**src/rtl/game_flow_controller.sv**
```systemverilog
// Game flow sequencer for a single-ball game: arm, launch, pause, ball loss
// with a frozen delay, lives accounting and game over / restart.
module game_flow_controller #(
  parameter int unsigned LIVES             = 3,
  parameter int          LOST_Y            = 460,
  parameter int unsigned LOST_DELAY_FRAMES = 60
) (
  input  logic               clk,
  input  logic               resetN,
  input  logic               startOfFrame,
  input  logic               keyLaunch,
  input  logic               keyPause,
  input  logic signed [10:0] ballTopLeftY,
  output logic               ballResetN,
  output logic               launch,
  output logic               pause,
  output logic [1:0]         livesLeft,
  output logic               gameOver,
  output logic [2:0]         state
);

  localparam int unsigned LIVES_W = 2;
  localparam int unsigned CNT_W   = 8;
  localparam int unsigned STATE_W = 3;

  localparam logic signed [10:0] LOST_Y_S   = 11'(LOST_Y);
  localparam logic [LIVES_W-1:0] LIVES_INIT = LIVES_W'(LIVES);
  localparam logic [CNT_W-1:0]   DELAY_INIT = CNT_W'(LOST_DELAY_FRAMES);

  typedef enum logic [STATE_W-1:0] {
    S_ARMED     = 3'd0,
    S_PLAYING   = 3'd1,
    S_PAUSED    = 3'd2,
    S_BALL_LOST = 3'd3,
    S_GAME_OVER = 3'd4
  } state_t;

  state_t             state_q, state_d;
  logic [LIVES_W-1:0] lives_q, lives_d;
  logic [CNT_W-1:0]   frame_cnt_q, frame_cnt_d;
  logic               launch_q, launch_d;
  logic               pause_q, pause_d;
  logic               game_over_q, game_over_d;
  logic               ball_reset_n_q, ball_reset_n_d;

  logic key_launch_prev, key_pause_prev;
  logic hist_valid;
  logic launch_edge, pause_edge;
  logic ball_lost;

  // Key history; the first cycle after reset only primes it so held keys stay silent.
  always_ff @(posedge clk or negedge resetN) begin
    if (!resetN) begin
      key_launch_prev <= 1'b0;
      key_pause_prev  <= 1'b0;
      hist_valid      <= 1'b0;
    end else begin
      key_launch_prev <= keyLaunch;
      key_pause_prev  <= keyPause;
      hist_valid      <= 1'b1;
    end
  end

  assign launch_edge = hist_valid & keyLaunch & ~key_launch_prev;
  assign pause_edge  = hist_valid & keyPause  & ~key_pause_prev;
  assign ball_lost   = startOfFrame && (ballTopLeftY >= LOST_Y_S);

  // State and registered outputs.
  always_ff @(posedge clk or negedge resetN) begin
    if (!resetN) begin
      state_q        <= S_ARMED;
      lives_q        <= LIVES_INIT;
      frame_cnt_q    <= '0;
      launch_q       <= 1'b0;
      pause_q        <= 1'b0;
      game_over_q    <= 1'b0;
      ball_reset_n_q <= 1'b0;
    end else begin
      state_q        <= state_d;
      lives_q        <= lives_d;
      frame_cnt_q    <= frame_cnt_d;
      launch_q       <= launch_d;
      pause_q        <= pause_d;
      game_over_q    <= game_over_d;
      ball_reset_n_q <= ball_reset_n_d;
    end
  end

  // Next-state and next-output decode.
  always_comb begin
    state_d        = state_q;
    lives_d        = lives_q;
    frame_cnt_d    = frame_cnt_q;
    launch_d       = 1'b0;
    ball_reset_n_d = 1'b1;

    case (state_q)
      S_ARMED: begin
        if (launch_edge) begin
          state_d  = S_PLAYING;
          launch_d = 1'b1;
        end
      end
      S_PLAYING: begin
        // A pause request takes priority; the loss is re-checked after resume.
        if (pause_edge) begin
          state_d = S_PAUSED;
        end else if (ball_lost) begin
          state_d     = S_BALL_LOST;
          lives_d     = (lives_q == '0) ? '0 : lives_q - LIVES_W'(1);
          frame_cnt_d = DELAY_INIT;
        end
      end
      S_PAUSED: begin
        if (pause_edge) begin
          state_d = S_PLAYING;
        end
      end
      S_BALL_LOST: begin
        if (startOfFrame) begin
          if (frame_cnt_q <= CNT_W'(1)) begin
            frame_cnt_d = '0;
            if (lives_q == '0) begin
              state_d = S_GAME_OVER;
            end else begin
              state_d        = S_ARMED;
              ball_reset_n_d = 1'b0;
            end
          end else begin
            frame_cnt_d = frame_cnt_q - CNT_W'(1);
          end
        end
      end
      S_GAME_OVER: begin
        if (launch_edge) begin
          state_d        = S_ARMED;
          lives_d        = LIVES_INIT;
          ball_reset_n_d = 1'b0;
        end
      end
      default: begin
        state_d = S_ARMED;
      end
    endcase

    pause_d     = (state_d == S_PAUSED) || (state_d == S_BALL_LOST) ||
                  (state_d == S_GAME_OVER);
    game_over_d = (state_d == S_GAME_OVER);
  end

  assign state      = state_q;
  assign livesLeft  = lives_q;
  assign launch     = launch_q;
  assign pause      = pause_q;
  assign gameOver   = game_over_q;
  assign ballResetN = ball_reset_n_q;

endmodule
```
**config.mk**
```make
export PLATFORM = sky130hd
export DESIGN_NAME = game_flow_controller
export DESIGN_NICKNAME = d
export VERILOG_FILES = /design/src/rtl/game_flow_controller.sv
export SDC_FILE = /design/constraint.sdc
export NUM_CORES = 1
export LEC_CHECK = 0
export CAP_MARGIN = 30
export CELL_PAD_IN_SITES_DETAIL_PLACEMENT = 0
export CELL_PAD_IN_SITES_GLOBAL_PLACEMENT = 2
export CORE_MARGIN = 1.5
export CORE_UTILIZATION = 33
export CTS_BUF_LIST = sky130_fd_sc_hd__clkbuf_4
export DETAILED_ROUTE_END_ITERATION = 16
export PLACE_DENSITY_LB_ADDON = 0.12
export SYNTH_ARGS = -nofsm -noshare
export SYNTH_HDL_FRONTEND = slang
export SYNTH_SLANG_ARGS = --single-unit
export TNS_END_PERCENT = 30
```
**constraint.sdc**
```tcl
create_clock -name clk -period 4.2 [get_ports clk]
set_input_delay 0.84 -clock clk [delete_from_list [all_inputs] [get_ports clk]]
set_output_delay 0.84 -clock clk [all_outputs]
set_load 0.02 [all_outputs]
```
==> results.cfg, run 1 <==
[clock_network]
cts_root_buf = clkbuf_4
clock_latency_ns = 0.29
cts_tree = done
post_cts_buffers = 0
cts.sinks = 20
cts_buffers = 3
post_cts_resized = 0
cts_hold_buffers = 0
htree_levels = 1
clockBufferDepth = 2
path_clk_slew_ns = 0.11

[drt]
route.detailed.drc = 0
viasPerCell = 5.297
ant_nets = 0
wire_per_inst_um = 13.94
dr.pass1.iters = 4
totalWireLength_um = 2161
drtIter0Drc = 22
vias = 821

[run_status]
outcome = finished, final reports clean

[place]
dpl.hpwl_um = 1633
place_congestion = 0.7399
pre_cts_ws_ns = 1.443
placed_area_sq_um = 1275
port_buffers = 22

[setup_path]
cp.required_ns = 4.40
r2r_cells = 5
startpoint_type = primary input
r2r-end = pause$_DFF_PN0_
cp-end-kind = flop
rr_startpoint = frame_cnt_q[6]$_DFFE_PN0P_
arrival_ns = 2.64
reg2reg_slack_ns = 1.85
path_max_fanout = 12
worstSetupPathType = in -> reg

[global_route]
gr-total-overflow = 0
grt_pass1_vias = 810
grt_pass1_wl_um = 3739
groute.usage.overall_pct = 14.70
antenna_found_initial = 0
grt_max_degree = 21

[yosys]
synth_top_area_cell = dfrtp_1
syn_avg_cell_area_sq_um = 10.33
ys_types = 37
synth_edf_count = 0
synthCells = 98
ys_seq_area_share_pct = 49.69
netlist_top_cells_area = dfrtp_1, dfstp_2, o21ai_0, nor2_1, nand2_1
dominantRegCellSynth = dfrtp_1
synth_top_cell_area_share_pct = 44.50
yosys_warnings = 0
syn_nets = 116
async_reset_ff_share_pct = 100.0
ys_seq_elements = 20
syn_area_sq_um = 1012

[finish]
drive_gt1_share_pct = 12.90
regArea_sq_um = 503.0
area_delta_synth_final_pct = 28.55
fill_cells = 276
fin_area_sq_um = 1301
multi_input_area_sq_um = 494.2
fin_nets = 143
diodes = 0

[power]
power_density_nw_per_um2 = 520.6
ir_drop_mv = 0.2729
p_leak_nw = 0.5501

[sta]
grt_setup_unrepaired = no
fin_crit_ns = 2.446
finalCritPeriodShare_pct = 58.24
tns_ns = 0
clock.fmax_mhz = 408.8
relSlewSlack_pct = 40.97
setup_slack_ns = 1.754
final_max_slew_viol_count = 0
worstMarginPinSlew_ns = 0.8827
skew_ns = 0.002764
hold_viol = 0
setup_violations = 0

[worst_hold_path]
hold_path_end = livesLeft[1]$_DFFE_PN1P_
hp-start = livesLeft[1]$_DFFE_PN1P_
hp-class = reg -> reg
hold_path_depth = 2

[floorplan]
row_count = 19
fp.coreArea_sq_um = 2829
initial_core_util_pct = 35.78
die_h_um = 58.39
dieArea_sq_um = 3409
ioPinCount = 25
die_w_um = 58.39

[run]
drv_cap = 0
## power by group
group	switching, mW	internal (mW)	total (mW)
Sequential	0.0628	0.244	0.307
Combinational	0.150	0.130	0.280
Clock	0.0558	0.0345	0.0904
## state kept, by name, indices dropped and copies added, names as in the netlist
signal and count:
state 3, key_launch_prev 1, gameOver 1, ballResetN 1
frame_cnt_q 8, hist_valid 1, key_pause_prev 1, pause 1
livesLeft 2, launch 1
## cells in the mapped netlist, types with 2 or more instances
library cell / number
dfrtp_1: 18
nor2_1: 13
o21ai_0: 10
nand2_1: 7
inv_1: 3
nor2b_1: 3
o31ai_1: 3
or3_2: 3
a21oi_1: 2
a41o_2: 2
and4_1: 2
dfstp_2: 2
ha_1: 2
mux2i_1: 2
nand2b_1: 2
nand3b_1: 2
o41ai_1: 2
## worst max-delay path, stage by stage
cell and delay [ns]:
clkdlybuf4s50_1 0.43, nand3b_1 0.19, and4_1 0.23, a21boi_0 0.09, buf_4 0.18, or3_2 0.45
o31ai_1 0.24
## worst max path at each step
stage / from / end / slack (ns) / cells past startpoint
3_3_place_gp: keyPause / frame_cnt_q[6]$_DFFE_PN0P_ / 1.46 / 7
6_report: keyPause / frame_cnt_q[7]$_DFFE_PN0P_ / 1.75 / 7
5_1_grt: keyPause / frame_cnt_q[6]$_DFFE_PN0P_ / 1.66 / 7
3_5_place_dp: keyPause / frame_cnt_q[7]$_DFFE_PN0P_ / 1.44 / 7
2_1_floorplan: ballTopLeftY[3] / pause$_DFF_PN0_ / 2.03 / 5
4_1_cts: keyPause / frame_cnt_q[7]$_DFFE_PN0P_ / 1.76 / 7
## stage by stage
| stage | instances | util, % | power [mW] | hold slack, ns |
|---|---|---|---|---|
| finish | 155 | 46.00 | 0.6774 | 0.5154 |
| global route | 155 | 46.00 | 0.7427 | 0.5339 |
| CTS | 155 | 46.00 | 0.6847 | 0.5169 |
| detailed placement | 151 | 45.07 | 0.5915 | 0.5003 |
| global placement | 151 | 45.07 | 0.5889 | 0.4952 |
| floorplan | 98 | - | 0.4858 | 0.4771 |
## metal layers
metal	GRT usage [%]	wire (um)	up-vias
met5	0	0	-
met4	6.977	18	0
met3	2.857	152	2
met2	21.51	877	20
met1	20.87	1112	381
li1	-	-	418
## layout by cell type (no fill, tap or decap), types with 2 or more instances in the layout
cell type | synthesis | routed
clkdlybuf4s50_1 | 0 | 22
dfrtp_1 | 18 | 18
nor2_1 | 13 | 13
o21ai_0 | 10 | 10
nand2_1 | 7 | 7
inv_1 | 3 | 3
nor2b_1 | 3 | 3
or3_2 | 3 | 3
o31ai_1 | 3 | 3
clkbuf_4 | 0 | 3
nand3b_1 | 2 | 2
mux2i_1 | 2 | 2
a41o_2 | 2 | 2
and4_1 | 2 | 2
o41ai_1 | 2 | 2
nand2b_1 | 2 | 2
a21oi_1 | 2 | 2
ha_1 | 2 | 2
dfstp_2 | 2 | 2
## layout make-up
class	instances	area share, %
sequential	20	38.65
multi-input combinational	74	37.98
timing repair buffer	23	17.50
tap	31	2.981
clock buffer	3	1.731
inverter	3	0.8654
clock inverter	1	0.2885
## cells by family (layout without fill, tap and decap cells)
family	Yosys count	after routing	share of synthesized area [%]
buffers and inverters	4	30	1.483
DFF	20	20	49.69
adders and majority gates	2	2	2.472
muxes	2	2	1.978
AOI/OAI and AO/OA	27	27	19.04
and+or+nand+nor	42	42	24.97
other	1	1	0.3705
(Power assumes the default switching activity.)
==> run 2: changes to the inputs <==
- CORE_UTILIZATION: 33 -> 28
- clock period: 4.2 -> 2 ns (I/O delays scaled with it)
==> results.cfg, run 2 (same netlist as run 1, synthesis figures left out) <==
[floorplan]
fp.coreArea_sq_um = 3390
die_w_um = 63.13
ioPinCount = 25
dieArea_sq_um = 3985
die_h_um = 63.13
row_count = 21
initial_core_util_pct = 29.86

[run]
drv_cap = 0

[sta]
setup_slack_ns = 0.01476
setup_violations = 0
finalCritPeriodShare_pct = 99.26
clock.fmax_mhz = 503.7
grt_setup_unrepaired = yes
fin_crit_ns = 1.985
hold-worst-slack_ns = 0.3392
hold_viol = 0
final_max_slew_viol_count = 0
skew_ns = 0.006540

[finish]
multi_input_area_sq_um = 494.2
area_delta_synth_final_pct = 41.16
drive_gt1_share_pct = 20.74
fin_area_sq_um = 1429
finalNonFillerCells = 181
regArea_sq_um = 503.0
fin_nets = 154
largest_register_ffs = 8
final_common_cell = clkdlybuf4s50_1
largest_register = frame_cnt_q
fill_cells = 342
layout_common_cells = clkdlybuf4s50_1, dfrtp_1, nor2_1
diodes = 0

[setup_path]
path_max_fanout = 4
cp.required_ns = 2.20
cp-end-kind = flop
rr_startpoint = frame_cnt_q[7]$_DFFE_PN0P_
r2r_cells = 5
reg2reg_slack_ns = 0.01
arrival_ns = 2.18
startpoint_type = flop
r2r-end = pause$_DFF_PN0_
worstSetupPathType = reg -> reg

[drt]
route.detailed.drc = 0
viasPerCell = 4.818
vias = 872
drtIter0Drc = 7
wire_per_inst_um = 12.93
ant_nets = 0
totalWireLength_um = 2340
dr.pass1.iters = 3

[clock_network]
clockBufferDepth = 2
post_cts_buffers = 0
htree_levels = 1
post_cts_resized = 0
path_clk_slew_ns = 0.11
cts_root_buf = clkbuf_4
cts_buffers = 3
cts.sinks = 20
clock_latency_ns = 0.30
cts_hold_buffers = 0
cts_tree = done

[global_route]
grt_pass1_wl_um = 4112
grt_pass1_vias = 895
antenna_found_initial = 0
groute.usage.overall_pct = 12.93
gr-total-overflow = 0
grt_max_degree = 15

[place]
place_congestion = 0.7939
dp_cells = 177
dpl.hpwl_um = 1888
placed_area_sq_um = 1376
pre_cts_ws_ns = -0.2908
port_buffers = 22

[worst_hold_path]
hp-class = in -> async

[run_status]
outcome = finished, final reports clean

[power]
power_density_nw_per_um2 = 1132
total_power_mw = 1.618
ir_drop_mv = 0.4366
p_leak_nw = 0.6157
[run 2: cell types whose count changed in the layout (fill, tap and decap cells not counted)]
cell,change
bufinv_16,+1
clkinv_1,-1
buf_4,+11
[run 2: worst max path at each step]
stage	from	end	slack [ns]	depth (start not counted)
after global routing	frame_cnt_q[7]$_DFFE_PN0P_	pause$_DFF_PN0_	-0.03	5
after floorplan	frame_cnt_q[7]$_DFFE_PN0P_	pause$_DFF_PN0_	0.03	5
after CTS	frame_cnt_q[7]$_DFFE_PN0P_	pause$_DFF_PN0_	0.01	5
final	frame_cnt_q[7]$_DFFE_PN0P_	pause$_DFF_PN0_	0.01	5
after detailed placement	ballTopLeftY[3]	pause$_DFF_PN0_	-0.29	6
after global placement	ballTopLeftY[3]	pause$_DFF_PN0_	-0.29	6
[run 2: area by class of cell]
class,instances,area share (%)
sequential,20,35.20
timing repair buffer,34,21.72
clock buffer,3,1.576
multi-input combinational,74,34.59
clock inverter,1,2.102
tap,46,4.028
inverter,3,0.7881
[run 2: stage by stage]
step | TNS, ns | utilization (%)
detailed placement | -1.399 | 40.61
finish | 0 | 42.16
global placement | -1.340 | 40.61
global route | -0.07310 | 42.16
floorplan | 0 | -
CTS | 0 | 42.16
[run 2: report_power, final]
| part | switching [mW] | internal (mW) |
|---|---|---|
| combinational | 0.351 | 0.317 |
| clock | 0.123 | 0.203 |
| sequential | 0.112 | 0.513 |
[run 2: critical path, stage by stage, from the launching register on]
cell     delay, ns
dfrtp_1       0.39
or4_4         0.57
nor4_4        0.24
a21oi_2       0.13
or3_4         0.34
or2_1         0.21
[run 2: metal layers]
layer / vias to the layer above / GRT usage (%) / share of wire (%)
li1: 434 / - / -
met1: 418 / 16.59 / 49
met2: 18 / 21.54 / 45
met3: 2 / 3.929 / 5.0
met4: 0 / 2.500 / 1.0
met5: - / 0 / 0
==> run 3: changes to the inputs <==
- CORE_MARGIN: 1.5 -> 2
- SLEW_MARGIN: unset -> 0
==> results.cfg, run 3 (same netlist as run 1, synthesis figures left out) <==
[clock_network]
cts.sinks = 20
htree_levels = 1
path_clk_slew_ns = 0.12
cts_hold_buffers = 0
cts_tree = done
cts_buffers = 3
clockBufferDepth = 2
clock_latency_ns = 0.30
cts_root_buf = clkbuf_4

[finish]
largest_register = frame_cnt_q
layout_common_cells = clkdlybuf4s50_1, dfrtp_1, nor2_1
largest_register_ffs = 8
fin_nets = 153
finalNonFillerCells = 180
drive_gt1_share_pct = 20.90
final_util_pct = 41.69
area_delta_synth_final_pct = 40.67
diodes = 0
fin_area_sq_um = 1424
final_common_cell = clkdlybuf4s50_1

[floorplan]
row_count = 21
initial_core_util_pct = 29.63
fp.coreArea_sq_um = 3416
ioPinCount = 25
die_h_um = 64.13
dieArea_sq_um = 4112
die_w_um = 64.13

[setup_path]
cp-end-kind = flop
worst_path_largest_cell_delay_ns = 0.56
startpoint_type = flop
worst-path-buf-inv = 0
r2r_cells = 5
critical-path-slowest-cell = or4_4
path_max_fanout = 3
worstSetupPathDepth = 5
worstSetupPathType = reg -> reg
cp.required_ns = 2.20
cp_cell_sequence = or4_4, nor4_4, a21oi_2, or3_4, or2_1
arrival_ns = 2.17
critPathTopFamily = simple AND/OR/NAND/NOR gates

[power]
clkPwrFrac_pct = 20.5
seqPwrFrac_pct = 38.8
swShare_pct = 36.47
ir_drop_mv = 0.5202
total_power_mw = 1.629
switching_power_uw = 594.0
p_leak_nw = 0.6109
p_int_mw = 1.035
pwr-share-comb_pct = 40.7
power_density_nw_per_um2 = 1144

[run]
drv_cap = 0

[global_route]
antenna_found_initial = 0
grt_max_degree = 13
grt_pass1_wl_um = 3981
grt_pass1_vias = 872
gr-total-overflow = 0
groute.usage.overall_pct = 12.21

[sta]
final_max_slew_viol_count = 0
fin_crit_ns = 1.973
setup_slack_ns = 0.02663
skew_ns = 0.004393
hold-worst-slack_ns = 0.3991
tns_ns = 0
clock.fmax_mhz = 506.7
grt_setup_unrepaired = yes
finalCritPeriodShare_pct = 98.67
hold_viol = 0
setup_violations = 0

[place]
placed_area_sq_um = 1369
pre_cts_ws_ns = -0.2755
dpl.hpwl_um = 1830
port_buffers = 22
dp_cells = 176
place_congestion = 0.7228

[drt]
route.detailed.drc = 0
ant_nets = 0
dr.pass1.iters = 4
viasPerCell = 4.828
vias = 869
drtIter0Drc = 15
totalWireLength_um = 2375
wire_per_inst_um = 13.19

[worst_hold_path]
hp-class = in -> async

[run_status]
outcome = finished, final reports clean
run 3: layer usage:
| metal | track usage [%] | part of all wire (%) |
|---|---|---|
| met3 | 2.113 | 4.8 |
| met4 | 3.989 | 0.84 |
| met1 | 16.41 | 50 |
| met2 | 19.92 | 44 |
| met5 | 0 | 0 |
run 3: path summary, 6_finish.rpt:
| check | slack [ns] | end | from |
|---|---|---|---|
| min in group clk | 0.52 | livesLeft[0]$_DFFE_PN1P_ | livesLeft[1]$_DFFE_PN1P_ |
| setup / recovery | 0.03 | pause$_DFF_PN0_ | frame_cnt_q[6]$_DFFE_PN0P_ |
| hold reg to reg | 0.52 | livesLeft[0]$_DFFE_PN1P_ | livesLeft[1]$_DFFE_PN1P_ |
| hold / removal | 0.40 | ballResetN$_DFF_PN0_ | resetN |
| max in group asynchronous | 1.07 | frame_cnt_q[2]$_DFFE_PN0P_ | resetN |
| setup reg to reg | 0.03 | pause$_DFF_PN0_ | frame_cnt_q[6]$_DFFE_PN0P_ |
run 3: power by group through the flow:
| stage | Combinational, mW | Sequential, mW | Clock [mW] |
|---|---|---|---|
| floorplan | 0.350 | 0.669 | 0 |
| global placement | 0.647 | 0.640 | 0 |
| detailed placement | 0.655 | 0.642 | 0 |
| CTS | 0.659 | 0.633 | 0.345 |
| global route | 0.749 | 0.649 | 0.364 |
| finish | 0.663 | 0.632 | 0.334 |
run 3: area by class of cell:
| type | count | area (sq um) |
|---|---|---|
| clock buffer | 3 | 22.52 |
| clock inverter | 1 | 30.03 |
| fill | 347 | 1992 |
| inverter | 3 | 11.26 |
| multi-input combinational | 74 | 496.7 |
| sequential | 20 | 503.0 |
| tap | 46 | 57.56 |
| timing repair buffer | 33 | 302.8 |
run 3: worst register-to-register path, cell delays in order (launching register included):
cell and delay, ns:
dfrtp_1 0.42, or4_4 0.56, nor4_4 0.22, a21oi_2 0.12
or3_4 0.35, or2_1 0.22
run 3: what timing repair did:
item,4_1_cts,5_1_grt
endpoints found under the setup margin,0,2
resized for setup,0,1
buffers inserted,0,0
